`src/rtl/opb_register_bank_ppc2simulink_if.sv`:
```
// OPB slave signal bundle for the PPC-to-Simulink register bank.
// Vectors keep OPB big-endian numbering: bit 0 is the most significant bit.
interface opb_register_bank_ppc2simulink_if #(
  parameter int C_OPB_AWIDTH = 32,
  parameter int C_OPB_DWIDTH = 32
);
  logic [0:C_OPB_AWIDTH-1]   OPB_ABus;
  logic [0:C_OPB_DWIDTH/8-1] OPB_BE;
  logic [0:C_OPB_DWIDTH-1]   OPB_DBus;
  logic                      OPB_RNW;
  logic                      OPB_select;
  logic                      OPB_seqAddr;
  logic [0:C_OPB_DWIDTH-1]   Sl_DBus;
  logic                      Sl_xferAck;
  logic                      Sl_errAck;
  logic                      Sl_retry;
  logic                      Sl_toutSup;

  modport master (
    output OPB_ABus, OPB_BE, OPB_DBus, OPB_RNW, OPB_select, OPB_seqAddr,
    input  Sl_DBus, Sl_xferAck, Sl_errAck, Sl_retry, Sl_toutSup
  );

  modport slave (
    input  OPB_ABus, OPB_BE, OPB_DBus, OPB_RNW, OPB_select, OPB_seqAddr,
    output Sl_DBus, Sl_xferAck, Sl_errAck, Sl_retry, Sl_toutSup
  );
endinterface

```
`src/rtl/opb_register_bank_ppc2simulink.sv`:
```
// OPB slave exposing C_NUM_REGS PPC-writable 32-bit registers to the fabric.
// Define OPB_REG_BANK_SHADOW_COMMIT_EN for shadow registers plus a commit register.
module opb_register_bank_ppc2simulink #(
  parameter logic [31:0] C_BASEADDR   = 32'hFFFF_FFFF,
  parameter logic [31:0] C_HIGHADDR   = 32'h0000_0000,
  parameter int          C_OPB_AWIDTH = 32,
  parameter int          C_OPB_DWIDTH = 32,
  parameter int          C_NUM_REGS   = 8,
  parameter logic [31:0] C_RESET_VAL  = 32'h0000_0000,
  parameter              C_FAMILY     = "virtex5"
) (
  input  logic                              OPB_Clk,
  input  logic                              OPB_Rst,
  opb_register_bank_ppc2simulink_if.slave   opb,
  output logic [32*C_NUM_REGS-1:0]          user_data_out,
  output logic [C_NUM_REGS-1:0]             user_wr_stb
);

  localparam logic [1:0] ST_IDLE = 2'd0;
  localparam logic [1:0] ST_ACK  = 2'd1;
  localparam logic [1:0] ST_HOLD = 2'd2;

  localparam int IDX_W = (C_NUM_REGS > 1) ? $clog2(C_NUM_REGS) : 1;
  localparam logic [C_OPB_AWIDTH-1:0] BASE    = C_OPB_AWIDTH'(C_BASEADDR);
  localparam logic [C_OPB_AWIDTH-1:0] HIGH    = C_OPB_AWIDTH'(C_HIGHADDR);
  localparam logic [C_OPB_AWIDTH-3:0] NUM_IDX = (C_OPB_AWIDTH-2)'(C_NUM_REGS);
  // Device family only travels with the netlist for the tool flow.
  localparam int unused_family_bits = $bits(C_FAMILY);

  logic [C_OPB_AWIDTH-1:0]   abus;
  logic [C_OPB_AWIDTH-1:0]   offset;
  logic [C_OPB_AWIDTH-3:0]   word_idx;
  logic [C_OPB_DWIDTH-1:0]   bus_wdata;
  logic [C_OPB_DWIDTH/8-1:0] bus_be;
  logic                      hit;

  logic [1:0]       state_q, state_d;
  logic             rnw_q, rnw_d;
  logic             reg_hit_q, reg_hit_d;
  logic [IDX_W-1:0] idx_q, idx_d;
  logic [3:0]       be_q, be_d;
  logic [31:0]      wdata_q, wdata_d;
  logic [31:0]      out_q [C_NUM_REGS];
  logic [31:0]      out_d [C_NUM_REGS];
  logic [C_NUM_REGS-1:0] stb_q, stb_d;
  logic [31:0]      rd_word;
`ifdef OPB_REG_BANK_SHADOW_COMMIT_EN
  logic             cmt_hit_q, cmt_hit_d;
  logic [31:0]      shadow_q [C_NUM_REGS];
  logic [31:0]      shadow_d [C_NUM_REGS];
  logic [C_NUM_REGS-1:0] dirty_q, dirty_d;
`endif

  // Reversed ranges make OPB bit k land on user bit 31-k and BE[0] on bits 31:24.
  assign abus      = opb.OPB_ABus;
  assign bus_wdata = opb.OPB_DBus;
  assign bus_be    = opb.OPB_BE;
  assign offset    = abus - BASE;
  assign word_idx  = offset[C_OPB_AWIDTH-1:2];
  assign hit       = opb.OPB_select && (abus >= BASE) && (abus <= HIGH);

  function automatic logic [31:0] merge_bytes(input logic [31:0] old_w,
                                              input logic [31:0] new_w,
                                              input logic [3:0]  be);
    merge_bytes = old_w;
    for (int b = 0; b < 4; b++)
      if (be[b]) merge_bytes[8*b +: 8] = new_w[8*b +: 8];
  endfunction

  // NOTE: every always_comb output gets a default first so no path infers a latch.
  always_comb begin
    state_d   = state_q;
    rnw_d     = rnw_q;
    reg_hit_d = reg_hit_q;
    idx_d     = idx_q;
    be_d      = be_q;
    wdata_d   = wdata_q;
`ifdef OPB_REG_BANK_SHADOW_COMMIT_EN
    cmt_hit_d = cmt_hit_q;
`endif
    case (state_q)
      ST_IDLE: begin
        rnw_d     = opb.OPB_RNW;
        reg_hit_d = (word_idx < NUM_IDX);
        idx_d     = word_idx[IDX_W-1:0];
        be_d      = bus_be;
        wdata_d   = bus_wdata;
`ifdef OPB_REG_BANK_SHADOW_COMMIT_EN
        cmt_hit_d = (word_idx == NUM_IDX);
`endif
        if (hit) state_d = ST_ACK;
      end
      ST_ACK:  state_d = ST_HOLD;
      default: state_d = ST_IDLE;
    endcase
  end

  // Write commit happens at the end of the ack cycle, visible one cycle later.
  always_comb begin
    out_d = out_q;
    stb_d = '0;
`ifdef OPB_REG_BANK_SHADOW_COMMIT_EN
    shadow_d = shadow_q;
    dirty_d  = dirty_q;
`endif
    if (state_q == ST_ACK && !rnw_q) begin
      if (reg_hit_q && (be_q != 4'b0000)) begin
`ifdef OPB_REG_BANK_SHADOW_COMMIT_EN
        shadow_d[idx_q] = merge_bytes(shadow_q[idx_q], wdata_q, be_q);
        dirty_d[idx_q]  = 1'b1;
`else
        out_d[idx_q] = merge_bytes(out_q[idx_q], wdata_q, be_q);
        stb_d[idx_q] = 1'b1;
`endif
      end
`ifdef OPB_REG_BANK_SHADOW_COMMIT_EN
      if (cmt_hit_q && be_q[0] && wdata_q[0]) begin
        out_d   = shadow_q;
        stb_d   = dirty_q;
        dirty_d = '0;
      end
`endif
    end
  end

  always_comb begin
    rd_word = '0;
`ifdef OPB_REG_BANK_SHADOW_COMMIT_EN
    if (reg_hit_q)      rd_word = shadow_q[idx_q];
    else if (cmt_hit_q) rd_word = {31'b0, |dirty_q};
`else
    if (reg_hit_q)      rd_word = out_q[idx_q];
`endif
  end

  // NOTE: sequential state uses non-blocking assignments so all flops update together.
  always_ff @(posedge OPB_Clk or posedge OPB_Rst) begin
    if (OPB_Rst) begin
      state_q   <= ST_IDLE;
      rnw_q     <= 1'b0;
      reg_hit_q <= 1'b0;
      idx_q     <= '0;
      be_q      <= '0;
      wdata_q   <= '0;
      stb_q     <= '0;
      // NOTE: the bank is discrete flops, not RAM, so each entry resets individually.
      for (int i = 0; i < C_NUM_REGS; i++) out_q[i] <= C_RESET_VAL;
`ifdef OPB_REG_BANK_SHADOW_COMMIT_EN
      cmt_hit_q <= 1'b0;
      dirty_q   <= '0;
      for (int i = 0; i < C_NUM_REGS; i++) shadow_q[i] <= C_RESET_VAL;
`endif
    end else begin
      state_q   <= state_d;
      rnw_q     <= rnw_d;
      reg_hit_q <= reg_hit_d;
      idx_q     <= idx_d;
      be_q      <= be_d;
      wdata_q   <= wdata_d;
      stb_q     <= stb_d;
      out_q     <= out_d;
`ifdef OPB_REG_BANK_SHADOW_COMMIT_EN
      cmt_hit_q <= cmt_hit_d;
      dirty_q   <= dirty_d;
      shadow_q  <= shadow_d;
`endif
    end
  end

  for (genvar i = 0; i < C_NUM_REGS; i++) begin : g_out
    assign user_data_out[32*i +: 32] = out_q[i];
  end
  assign user_wr_stb = stb_q;

  // Read data stays zero outside the ack so the wired-OR bus is undisturbed.
  assign opb.Sl_DBus    = (state_q == ST_ACK && rnw_q) ? rd_word : '0;
  assign opb.Sl_xferAck = (state_q == ST_ACK);
  assign opb.Sl_errAck  = 1'b0;
  assign opb.Sl_retry   = 1'b0;
  assign opb.Sl_toutSup = 1'b0;

  logic unused_inputs;
  assign unused_inputs = ^{opb.OPB_seqAddr, offset[1:0]};

endmodule

```
`src/flat_wrapper.sv`:
```
// flat-port wrapper written by rule: the top's interface ports become plain ports
module opb_register_bank_ppc2simulink_flat 
#(
  parameter logic [31:0] C_BASEADDR   = 32'hFFFF_FFFF,
  parameter logic [31:0] C_HIGHADDR   = 32'h0000_0000,
  parameter int          C_OPB_AWIDTH = 32,
  parameter int          C_OPB_DWIDTH = 32,
  parameter int          C_NUM_REGS   = 8,
  parameter logic [31:0] C_RESET_VAL  = 32'h0000_0000,
  parameter              C_FAMILY     = "       "
)
  (OPB_Clk, OPB_Rst, user_data_out, user_wr_stb, opb_OPB_ABus, opb_OPB_BE, opb_OPB_DBus, opb_OPB_RNW, opb_OPB_select, opb_OPB_seqAddr, opb_Sl_DBus, opb_Sl_xferAck, opb_Sl_errAck, opb_Sl_retry, opb_Sl_toutSup);
  opb_register_bank_ppc2simulink_if #(.C_OPB_AWIDTH(C_OPB_AWIDTH), .C_OPB_DWIDTH(C_OPB_DWIDTH)) opb_i ();
  input  logic OPB_Clk;
  input  logic OPB_Rst;
  output logic [32*C_NUM_REGS-1:0] user_data_out;
  output logic [C_NUM_REGS-1:0] user_wr_stb;
  input wire logic [$bits(opb_i.OPB_ABus)-1:0] opb_OPB_ABus;
  input wire logic [$bits(opb_i.OPB_BE)-1:0] opb_OPB_BE;
  input wire logic [$bits(opb_i.OPB_DBus)-1:0] opb_OPB_DBus;
  input wire logic [$bits(opb_i.OPB_RNW)-1:0] opb_OPB_RNW;
  input wire logic [$bits(opb_i.OPB_select)-1:0] opb_OPB_select;
  input wire logic [$bits(opb_i.OPB_seqAddr)-1:0] opb_OPB_seqAddr;
  output wire logic [$bits(opb_i.Sl_DBus)-1:0] opb_Sl_DBus;
  output wire logic [$bits(opb_i.Sl_xferAck)-1:0] opb_Sl_xferAck;
  output wire logic [$bits(opb_i.Sl_errAck)-1:0] opb_Sl_errAck;
  output wire logic [$bits(opb_i.Sl_retry)-1:0] opb_Sl_retry;
  output wire logic [$bits(opb_i.Sl_toutSup)-1:0] opb_Sl_toutSup;
  assign opb_i.OPB_ABus = opb_OPB_ABus;
  assign opb_i.OPB_BE = opb_OPB_BE;
  assign opb_i.OPB_DBus = opb_OPB_DBus;
  assign opb_i.OPB_RNW = opb_OPB_RNW;
  assign opb_i.OPB_select = opb_OPB_select;
  assign opb_i.OPB_seqAddr = opb_OPB_seqAddr;
  assign opb_Sl_DBus = opb_i.Sl_DBus;
  assign opb_Sl_xferAck = opb_i.Sl_xferAck;
  assign opb_Sl_errAck = opb_i.Sl_errAck;
  assign opb_Sl_retry = opb_i.Sl_retry;
  assign opb_Sl_toutSup = opb_i.Sl_toutSup;
  opb_register_bank_ppc2simulink #(.C_BASEADDR(C_BASEADDR), .C_HIGHADDR(C_HIGHADDR), .C_OPB_AWIDTH(C_OPB_AWIDTH), .C_OPB_DWIDTH(C_OPB_DWIDTH), .C_NUM_REGS(C_NUM_REGS), .C_RESET_VAL(C_RESET_VAL), .C_FAMILY(C_FAMILY)) u_core (.OPB_Clk(OPB_Clk), .OPB_Rst(OPB_Rst), .opb(opb_i), .user_data_out(user_data_out), .user_wr_stb(user_wr_stb));
endmodule
```
`config.mk`:
```
export PLATFORM = sky130hd
export DESIGN_NAME = opb_register_bank_ppc2simulink_flat
export DESIGN_NICKNAME = d
export VERILOG_FILES = /design/src/rtl/opb_register_bank_ppc2simulink_if.sv /design/src/rtl/opb_register_bank_ppc2simulink.sv /design/src/flat_wrapper.sv
export SDC_FILE = /design/constraint.sdc
export NUM_CORES = 1
export LEC_CHECK = 0
export CORE_MARGIN = 4
export CORE_UTILIZATION = 38
export DETAILED_ROUTE_END_ITERATION = 7
export DONT_BUFFER_PORTS = 1
export GPL_ROUTABILITY_DRIVEN = 0
export PLACE_DENSITY = 0.54
export SYNTH_ARGS = -nofsm -noshare
export SYNTH_HDL_FRONTEND = slang
export SYNTH_SLANG_ARGS = --single-unit
```
`constraint.sdc`:
```
create_clock -name OPB_Clk -period 8.6 [get_ports OPB_Clk]
set_input_delay 0.43 -clock OPB_Clk [delete_from_list [all_inputs] [get_ports OPB_Clk]]
set_output_delay 0.43 -clock OPB_Clk [all_outputs]
set_load 0.01 [all_outputs]
```
Word-level counts from Yosys, hierarchy flattened
Index checks and enable logic that the tools add are counted.
{"block": "totals", "romBits": 0, "latch_bits": 0, "register_bits": 307, "output_inout_bits": 300, "ram_bits": 0, "memories": 0, "elab_cells": 63, "input_bits": 73}
{"block": "classes", "eq_ne": 2, "n_mul": 0, "n_mux": 26, "div_mod_pow": 0, "reduce_logical": 11, "add_sub_neg": 1, "order_cmp": 7, "n_bitwise": 1, "shift": 0}
{"cell": "$bwmux 256", "n": 1}
{"cell": "$mux 32", "n": 5}
{"cell": "$mux 8", "n": 14}
{"cell": "$bmux 32 s3", "n": 1}
{"cell": "$demux 32 s3", "n": 1}
{"cell": "$ge 32x32->1 const B", "n": 1}
{"cell": "$le 32x1->1 const B", "n": 1}
{"cell": "$sub 32x32->32 const B", "n": 1}
{"cell": "$lt 30x4->1 const B", "n": 1}
{"cell": "$logic_and 1x1->1", "n": 7}
{"cell": "$ge 4x4->1 const B", "n": 1}
{"cell": "$lt 3x4->1 const B", "n": 1}
{"cell": "$lt 4x1->1 const B", "n": 1}
{"cell": "$not 3->4", "n": 1}
{"cell": "$pmux 2 s2", "n": 1}
{"cell": "$reduce_bool 4->1", "n": 1}
{"cell": "$demux 1 s3", "n": 1}
{"cell": "$ge 3x1->1 const B", "n": 1}
{"cell": "$eq 2x1->1 const B", "n": 1}
{"cell": "$logic_not 2->1", "n": 1}
{"cell": "$mux 2", "n": 1}
{"cell": "$ne 2x1->1 const B", "n": 1}
{"cell": "$reduce_and 2->1", "n": 1}
{"cell": "$logic_not 1->1", "n": 1}
{"cell": "$mux 1", "n": 1}

Depth between registers and ports, before layout
Gate-level depths: netlist of run 1.
{"block": "logic_depth", "depth_word": 8, "depth_mapped": 10, "ltp_nobuf": 6}

Worst setup path after synthesis of run 1
OpenSTA, ideal clock, no wires.
{"block": "synth_path", "kind": "input to register", "start": "input port opb_OPB_ABus[3]", "end": "register u_core.reg_hit_q", "t_arrival_ns": 2.026, "slack_ns": 6.479, "t_required_ns": 8.505, "setup_ns": 0.095, "n_path_buf": 0, "cell_stages": 6, "cell_sequence": "nand4_1 > nor4_1 > mux2_2 > nor4b_1 > o2111ai_1 > o31ai_1"}
{"block": "synth_via", "elab_chain_len": 2}
{"item": "from (decl)", "line": "flat_wrapper.sv:18", "rtl": "input wire logic [$bits(opb_i.OPB_ABus)-1:0] opb_OPB_ABus;"}
{"item": "$sub 32x32->32", "line": "opb_register_bank_ppc2simulink.sv:58", "rtl": "assign offset = abus - BASE;"}
{"item": "$lt 30x4->1", "line": "opb_register_bank_ppc2simulink.sv:84", "rtl": "reg_hit_d = (word_idx < NUM_IDX);"}
{"item": "to (signal assigned)", "line": "opb_register_bank_ppc2simulink.sv:156", "rtl": "reg_hit_q <= reg_hit_d;"}
{"item": "to (decl)", "line": "opb_register_bank_ppc2simulink.sv:39", "rtl": "logic reg_hit_q, reg_hit_d;"}
Every way passes these cells.
A chain may end at the register's enable or synchronous reset.

Worst setup path after layout of run 1
{"block": "layout_path", "start": "register u_core.idx_q[2]", "end": "output port opb_Sl_DBus[31]"}
{"block": "layout_via", "elab_chain_len": 6}
{"item": "from (decl)", "line": "opb_register_bank_ppc2simulink.sv:40", "rtl": "logic [IDX_W-1:0] idx_q, idx_d;"}
{"item": "from (signal assigned)", "line": "opb_register_bank_ppc2simulink.sv:157", "rtl": "idx_q <= idx_d;"}
{"item": "$not 3->4 (implied by the code)", "line": "opb_register_bank_ppc2simulink.sv:132", "rtl": "if (reg_hit_q) rd_word = out_q[idx_q];"}
{"item": "$bmux 32 s3", "line": "opb_register_bank_ppc2simulink.sv:132"}
{"item": "$mux 32 (implied by the code) (2 in a row)", "line": "opb_register_bank_ppc2simulink.sv:132"}
{"item": "$mux 32", "line": "opb_register_bank_ppc2simulink.sv:132"}
{"item": "$mux 32", "line": "opb_register_bank_ppc2simulink.sv:176", "rtl": "assign opb.Sl_DBus = (state_q == ST_ACK && rnw_q) ? rd_word : '0;"}
{"item": "to (decl)", "line": "flat_wrapper.sv:24", "rtl": "output wire logic [$bits(opb_i.Sl_DBus)-1:0] opb_Sl_DBus;"}
Every way passes these cells. The select of a mux whose other input is x is not followed.

==> qor_table.md, run 1 <==
| Metric | Value | Unit |
|---|---|---|
| Number of enable-type register cells in the synthesized netlist | 0 | - |
| Hold Violations, Final | 0 | - |
| Slowest stage cell on the critical path | sky130_fd_sc_hd__nor2_2 | - |
| RSZ-0062 raised after global routing | false | - |
| Max frequency | 203 | MHz |
| Min-delay worst type | in2reg | - |
| Worst-path maximum fanout | 27 | - |
| Area grow syn2layout | 10.9 | % |
| Number of cells in the design after placement | 1566 | - |
| Count of antenna-violating nets left after detailed routing | 0 | - |
| Total of hold buffers inserted after clock tree synthesis | 8 | - |
| TritonCTS clock tree | yes | - |
| Detailed-router iteration count before antenna repair | 7 | - |
| Clock insertion delay at the later pin of the skew report | 540 | ps |
| Overall routed net length | 51700 | um |
| Drt drc | 0 | - |
| Filler cells | 3587 | - |
| Post-Syn Area per Cell | 13.2 | sq um |
| Standard cell core area | 37800 | sq um |
| Setup CP Type | reg2out | - |
| Total via count in the routed design | 9571 | - |
| Cell row count | 71 | - |
| Static leakage | 7.64 | nW |
| Capturing element type of the critical path | output port | - |
| Post-Route Hold Slack | 36.6 | ps |
| Startpoint type of the worst setup path | register | - |
| Residual overflow from global routing | 0 | - |
| Number of antenna violations at the first check in global routing | 3 | - |
| Final Cycle Share | 57.2 | % |
| Overall die area | 41700 | sq um |
| Clock root buffer | sky130_fd_sc_hd__clkbuf_16 | - |
| Result of the run | completed | - |
| Clock transition at path regs | 60 | ps |
| Non-filler instance count after layout | 1637 | - |
| Maximum clock insertion buffer count | 3 | - |
| Number of DRC markers in iteration 0 | 574 | - |
| Prevailing post-synth register cell | sky130_fd_sc_hd__dfrtp_1 | - |
| Total standard cell area after synthesis | 14600 | sq um |
| Final sum of negative setup slack | 0 | ps |
| Count of unique library cells instantiated by Yosys | 62 | - |
| # H-tree levels | 2 | - |
| Wire length of the first global-routing pass | 73800 | um |
| Number of primary I/O pins | 373 | - |
| Overall global routing resource usage | 24.2 | % |
| Register bit count reported by yosys | 307 | - |
| Detailed-placement wirelength estimate | 33800 | um |
| Vias in the first global route | 9919 | - |
| Vert. Die Dim | 204 | um |
| Layout net count | 1175 | - |
| Largest net degree at the start of global routing | 152 | - |
| Via density per instance | 5.85 | - |
| Final Setup Violations | 0 | - |
| Worst max-slew margin expressed relative to the limit | 20.2 | % |
| # resized after CTS | 0 | - |
| Die extent in x | 204 | um |
| Power per cell area | 214 | nW/um^2 |
| Fraction of final layout cells sized beyond drive strength 1 | 38.1 | % |
| Final Max Tran Viols | 0 | - |
| Max Clock Skew | 19.4 | ps |
| Number of setup buffers added after CTS | 0 | - |
| Worst-margin pin slew | 1200 | ps |
| Starting Density | 38.6 | % |
| Number of antenna diodes | 0 | - |
| Minimum setup slack among reg-to-reg paths | 4300 | ps |
| Sinks on the clock net | 307 | - |
| Max rail drop VDD | 0.136 | mV |
| Per-cell routed wire length | 31.6 | um |
| Total number of yosys warnings | 0 | - |
| Post-route core utilization | 42.9 | % |
| Crit path cell chain | clkinv_1, nor2_2, a221oi_1, o22ai_1, nor2b_1 | - |
| Port buffer count | 0 | - |
| Number of clock buffers inserted by TritonCTS | 37 | - |
| Gate count of the mapped netlist | 1109 | - |
| Commonest non-fill, non-tap cell in the layout | sky130_fd_sc_hd__dfrtp_1 | - |
| Min Clock Period, post-route | 4920 | ps |
| Async set-reset flop share out of synthesis | 100 | % |
| Worst EP required | 8170 | ps |
| Share of the yosys chip area belonging to registers | 52.5 | % |
| Data arrival, critical path | 4490 | ps |
| Most used cells in the layout excluding fill and tap cells | sky130_fd_sc_hd__dfrtp_1 (304), sky130_fd_sc_hd__mux2_2 (296), sky130_fd_sc_hd__nand2_1 (94) | - |
| Total chip power | 3.47 | mW |
| Max-Cap Viols | 0 | - |
| Biggest cell delay along the critical path | 1290 | ps |
## layout make-up
class	instances	area (sq um)	area share, %
sequential	307	7690	47.4
clock buffer	54	1090	6.72
clock inverter	9	76.3	0.471
inverter	20	78.8	0.486
timing repair buffer	29	250	1.54
tap	511	639	3.94
multi-input combinational	707	6390	39.4
## registers in the layout, summed over array words and instances, names as in the netlist
register              flops
u_core.user_data_out    256
u_core.wdata_q           32
u_core.user_wr_stb        8
u_core.be_q               4
u_core.idx_q              3
u_core.state_q            2
u_core.reg_hit_q          1
u_core.rnw_q              1
## report_power, final
part | total, mW | switching [mW] | leakage, nW | internal (mW)
Sequential | 1.58 | 0.0943 | 4.19 | 1.49
Combinational | 0.370 | 0.242 | 2.87 | 0.128
Clock | 1.52 | 0.616 | 0.578 | 0.905
Total | 3.47 | 0.952 | 7.64 | 2.52
## routing by layer
| layer | wire length [um] | track usage, % | share of wire (%) | vias up |
|---|---|---|---|---|
| li1 | - | - | - | 4039 |
| met1 | 20700 | 30.6 | 40 | 5056 |
| met2 | 23700 | 37.5 | 46 | 402 |
| met3 | 5940 | 11.6 | 11 | 74 |
| met4 | 1270 | 6.48 | 2.4 | 0 |
| met5 | 0 | 0 | 0 | - |
## kinds of logic (layout without fill, tap and decap cells)
group / count (synthesis) / after routing / synth area share, %
mux: 368 / 368 / 29.9
flops: 307 / 307 / 52.5
simple gates: 211 / 211 / 7.14
compound gates: 117 / 117 / 5.89
buf+inv: 98 / 112 / 4.08
xor+xnor: 7 / 7 / 0.419
other cells: 1 / 4 / 0.0256
## per-stage QoR
stage | setup WS, ps | instance area (sq um)
floorplan | 4090 | 14600
global placement | 4260 | 15000
detailed placement | 4210 | 15000
CTS | 3630 | 16200
global route | 3490 | 16200
finish | 3680 | 16200
## path summary, 6_finish.rpt
| path | cells past startpoint | start | endpoint |
|---|---|---|---|
| worst max-delay path | 5 | u_core.idx_q[2] | opb_Sl_DBus[31] |
| worst min-delay path | 2 | opb_OPB_DBus[13] | u_core.wdata_q[13] |
| worst max register to register | 6 | u_core.idx_q[2] | u_core.user_data_out[90] |
| worst min register to register | 1 | u_core.wdata_q[4] | u_core.wdata_q[4] |
| max in group asynchronous | 3 | OPB_Rst | u_core.idx_q[2] |
| min in group asynchronous | 2 | OPB_Rst | u_core.wdata_q[13] |
## synth_stat cells (all sizes together) (7+ instances only)
master    n  share of area [%]
nor2     31               0.81
nand2    94                2.4
a221oi   28                1.9
and3      9               0.38
a21oi    15               0.51
nand3    13               0.44
inv      19               0.49
a22oi    10               0.51
buf      66                3.3
a22o      7               0.42
clkbuf   12               0.31
dfrtp   307                 53
nand4     8               0.38
mux2i    30                2.1
nor2b    27                1.2
o21ai    24               0.82
mux2    316                 24
mux4     22                3.4
o22ai    13               0.56
## worst max-delay path, delay by kind of cell (launching register included)
| kind | cells | cell delay [ps] |
|---|---|---|
| flip-flops | 1 | 760 |
| AO/OA/AOI/OAI | 2 | 580 |
| AND/OR/NAND/NOR | 2 | 1580 |
| buffers and inverters | 1 | 1010 |
Note: power is estimated with default switching activity, not from simulation.
==> inputs of run 2 (changes only) <==
PLACE_DENSITY = 0.52   (was 0.54)
clock period = 4.58 ns   (was 8.6 ns; I/O delays follow)
==> run 2 against run 1 <==
  * Count of clock-buffer cells in the layout unchanged
  * Via count is 0.72% higher
  * Critical endpoint is now opb_Sl_DBus[19]
  * Die area unchanged
  * Flip-flop and latch count is the same
  * Critical path depth did not move
==> qor_table.md, run 2 (same netlist as run 1, synthesis figures left out) <==
| Metric | Value | Unit | Change |
|---|---|---|---|
| Min-delay worst type | in2reg | - |  |
| Clock transition at path regs | 60 | ps | about the same |
| Number of primary I/O pins | 373 | - | unchanged |
| Clock insertion delay at the later pin of the skew report | 530 | ps | about the same |
| Max rail drop VDD | 0.276 | mV | +100% |
| Total via count in the routed design | 9640 | - | +0.72% |
| TritonCTS clock tree | yes | - |  |
| Largest net degree at the start of global routing | 127 | - | -16% |
| Vert. Die Dim | 204 | um | unchanged |
| Number of antenna violations at the first check in global routing | 0 | - | -3 |
| Detailed-router iteration count before antenna repair | 5 | - | -2 |
| Final Setup Violations | 0 | - | unchanged |
| Wire length of the first global-routing pass | 74200 | um | +0.63% |
| Worst-margin pin slew | 979 | ps | -216 ps |
| Final Cycle Share | 73.7 | % |  |
| Overall global routing resource usage | 24.2 | % | -0.042 points |
| Min Clock Period, post-route | 3370 | ps |  |
| Vias in the first global route | 10300 | - | +4.3% |
| Footprint of the multi-input gates | 6390 | sq um | unchanged |
| Fraction of final layout cells sized beyond drive strength 1 | 37.3 | % | -0.76 points |
| Post-route core utilization | 44.4 | % | +1.6 points |
| Number of antenna diodes | 0 | - | unchanged |
| Sinks on the clock net | 307 | - | unchanged |
| Startpoint type of the worst setup path | register | - |  |
| Max Clock Skew | 10.3 | ps | -9.12 ps |
| # resized after CTS | 0 | - | unchanged |
| Standard cell core area | 37800 | sq um | unchanged |
| Overall die area | 41700 | sq um | unchanged |
| Hold Violations, Final | 0 | - | unchanged |
| Residual overflow from global routing | 0 | - | unchanged |
| Per-cell routed wire length | 30.4 | um | -3.6% |
| Maximum clock insertion buffer count | 3 | - | unchanged |
| Max-Cap Viols | 0 | - | unchanged |
| Source of the critical timing path | u_core.idx_q[0] | - |  |
| Count of antenna-violating nets left after detailed routing | 0 | - | unchanged |
| Overall routed net length | 51300 | um | -0.79% |
| Layout net count | 1222 | - | +4.0% |
| Cell row count | 71 | - | unchanged |
| Clock root buffer | sky130_fd_sc_hd__clkbuf_16 | - |  |
| Worst Hold Launch | opb_OPB_ABus[25] | - |  |
| Number of clock buffers inserted by TritonCTS | 36 | - | -2.7% |
| Register area | 7690 | sq um | unchanged |
| Data arrival, critical path | 3140 | ps | -1350 ps |
| Final sum of negative setup slack | 0 | ps | unchanged |
| Via density per instance | 5.72 | - | -2.1% |
| Final Max Tran Viols | 0 | - | unchanged |
| Starting Density | 38.6 | % | unchanged |
| Area grow syn2layout | 15.0 | % |  |
| Most used cells in the layout excluding fill and tap cells | sky130_fd_sc_hd__dfrtp_1 (304), sky130_fd_sc_hd__mux2_2 (296), sky130_fd_sc_hd__nand2_1 (94) | - |  |
| Die extent in x | 204 | um | unchanged |
| # H-tree levels | 2 | - | unchanged |
| Flip-flop count of the largest register, all copies and words added | 256 | - | unchanged |
| Power per cell area | 404 | nW/um^2 | +89% |
| Startpoint of the worst register-to-register path | u_core.be_q[2] | - |  |
| Setup CP Type | reg2out | - |  |
| Max frequency | 296 | MHz |  |
| Number of DRC markers in iteration 0 | 550 | - | -4.2% |
| Number of setup buffers added after CTS | 0 | - | unchanged |
| Commonest non-fill, non-tap cell in the layout | sky130_fd_sc_hd__dfrtp_1 | - |  |
| Capturing element type of the critical path | output port | - |  |
| RSZ-0062 raised after global routing | false | - |  |
| Worst-path maximum fanout | 25 | - | -7.4% |
| Drt drc | 0 | - | unchanged |
| Port buffer count | 0 | - | unchanged |
| Worst max-slew margin expressed relative to the limit | 34.5 | % | +14 points |
| Worst EP required | 4350 | ps | -3820 ps |
| Result of the run | completed | - |  |
| Static leakage | 7.90 | nW | +3.4% |
| Filler cells | 3572 | - | -0.42% |
| Detailed-placement wirelength estimate | 34000 | um | +0.60% |
[run 2: path summary, 6_finish.rpt]
kind	to	slack, ps	cells after the start
min in group asynchronous	u_core.wdata_q[16]	310	2
worst min-delay path	u_core.reg_hit_q	40	4
max in group asynchronous	u_core.idx_q[2]	3110	3
worst min register to register	u_core.wdata_q[7]	500	1
worst max register to register	u_core.user_data_out[245]	1380	6
worst max-delay path	opb_Sl_DBus[19]	1210	5
[run 2: layout make-up]
class / instances / share of cell area (%)
Sequential cell: 307 / 45.7
Inverter: 20 / 0.469
Clock inverter: 8 / 1.13
Multi-Input combinational cell: 707 / 38.0
Tap cell: 511 / 3.80
Clock buffer: 54 / 6.48
Timing Repair Buffer: 77 / 4.40
[run 2: metrics by stage]
step,power [mW],setup WS [ps],instance area [sq um],cells,hold slack [ps]
after floorplan,3.44,266,14600,1112,346
after global placement,3.72,1390,15100,1577,273
after detailed placement,3.72,1390,15100,1577,266
after CTS,6.89,1110,16800,1684,4.20
after global routing,7.05,1080,16800,1684,63.6
final,6.80,1210,16800,1684,44.0
[run 2: worst max-delay path: stages (launching register included)]
cell and delay, ps:
sky130_fd_sc_hd__dfrtp_4 600, sky130_fd_sc_hd__buf_4 320, sky130_fd_sc_hd__nor2b_2 810, sky130_fd_sc_hd__a221oi_1 240, sky130_fd_sc_hd__o22ai_1 290, sky130_fd_sc_hd__nor2b_1 350
[run 2: repair_timing]
action                                  4_1_cts  5_1_grt
hold buffers                                 45        0
endpoints found under the hold margin        69        0
endpoints found under the setup margin        0        0
[run 2: where the power goes]
| group | switching (mW) | internal, mW |
|---|---|---|
| sequential | 0.149 | 2.79 |
| clock | 1.14 | 1.97 |
| combinational | 0.478 | 0.269 |
| total | 1.76 | 5.04 |
[run 2: metal layers]
layer	track usage, %	share of wire [%]	vias up
met5	0	0	-
met4	4.81	1.6	0
met3	10.2	9.8	56
met2	38.1	46	340
met1	31.5	43	5126
li1	-	-	4118
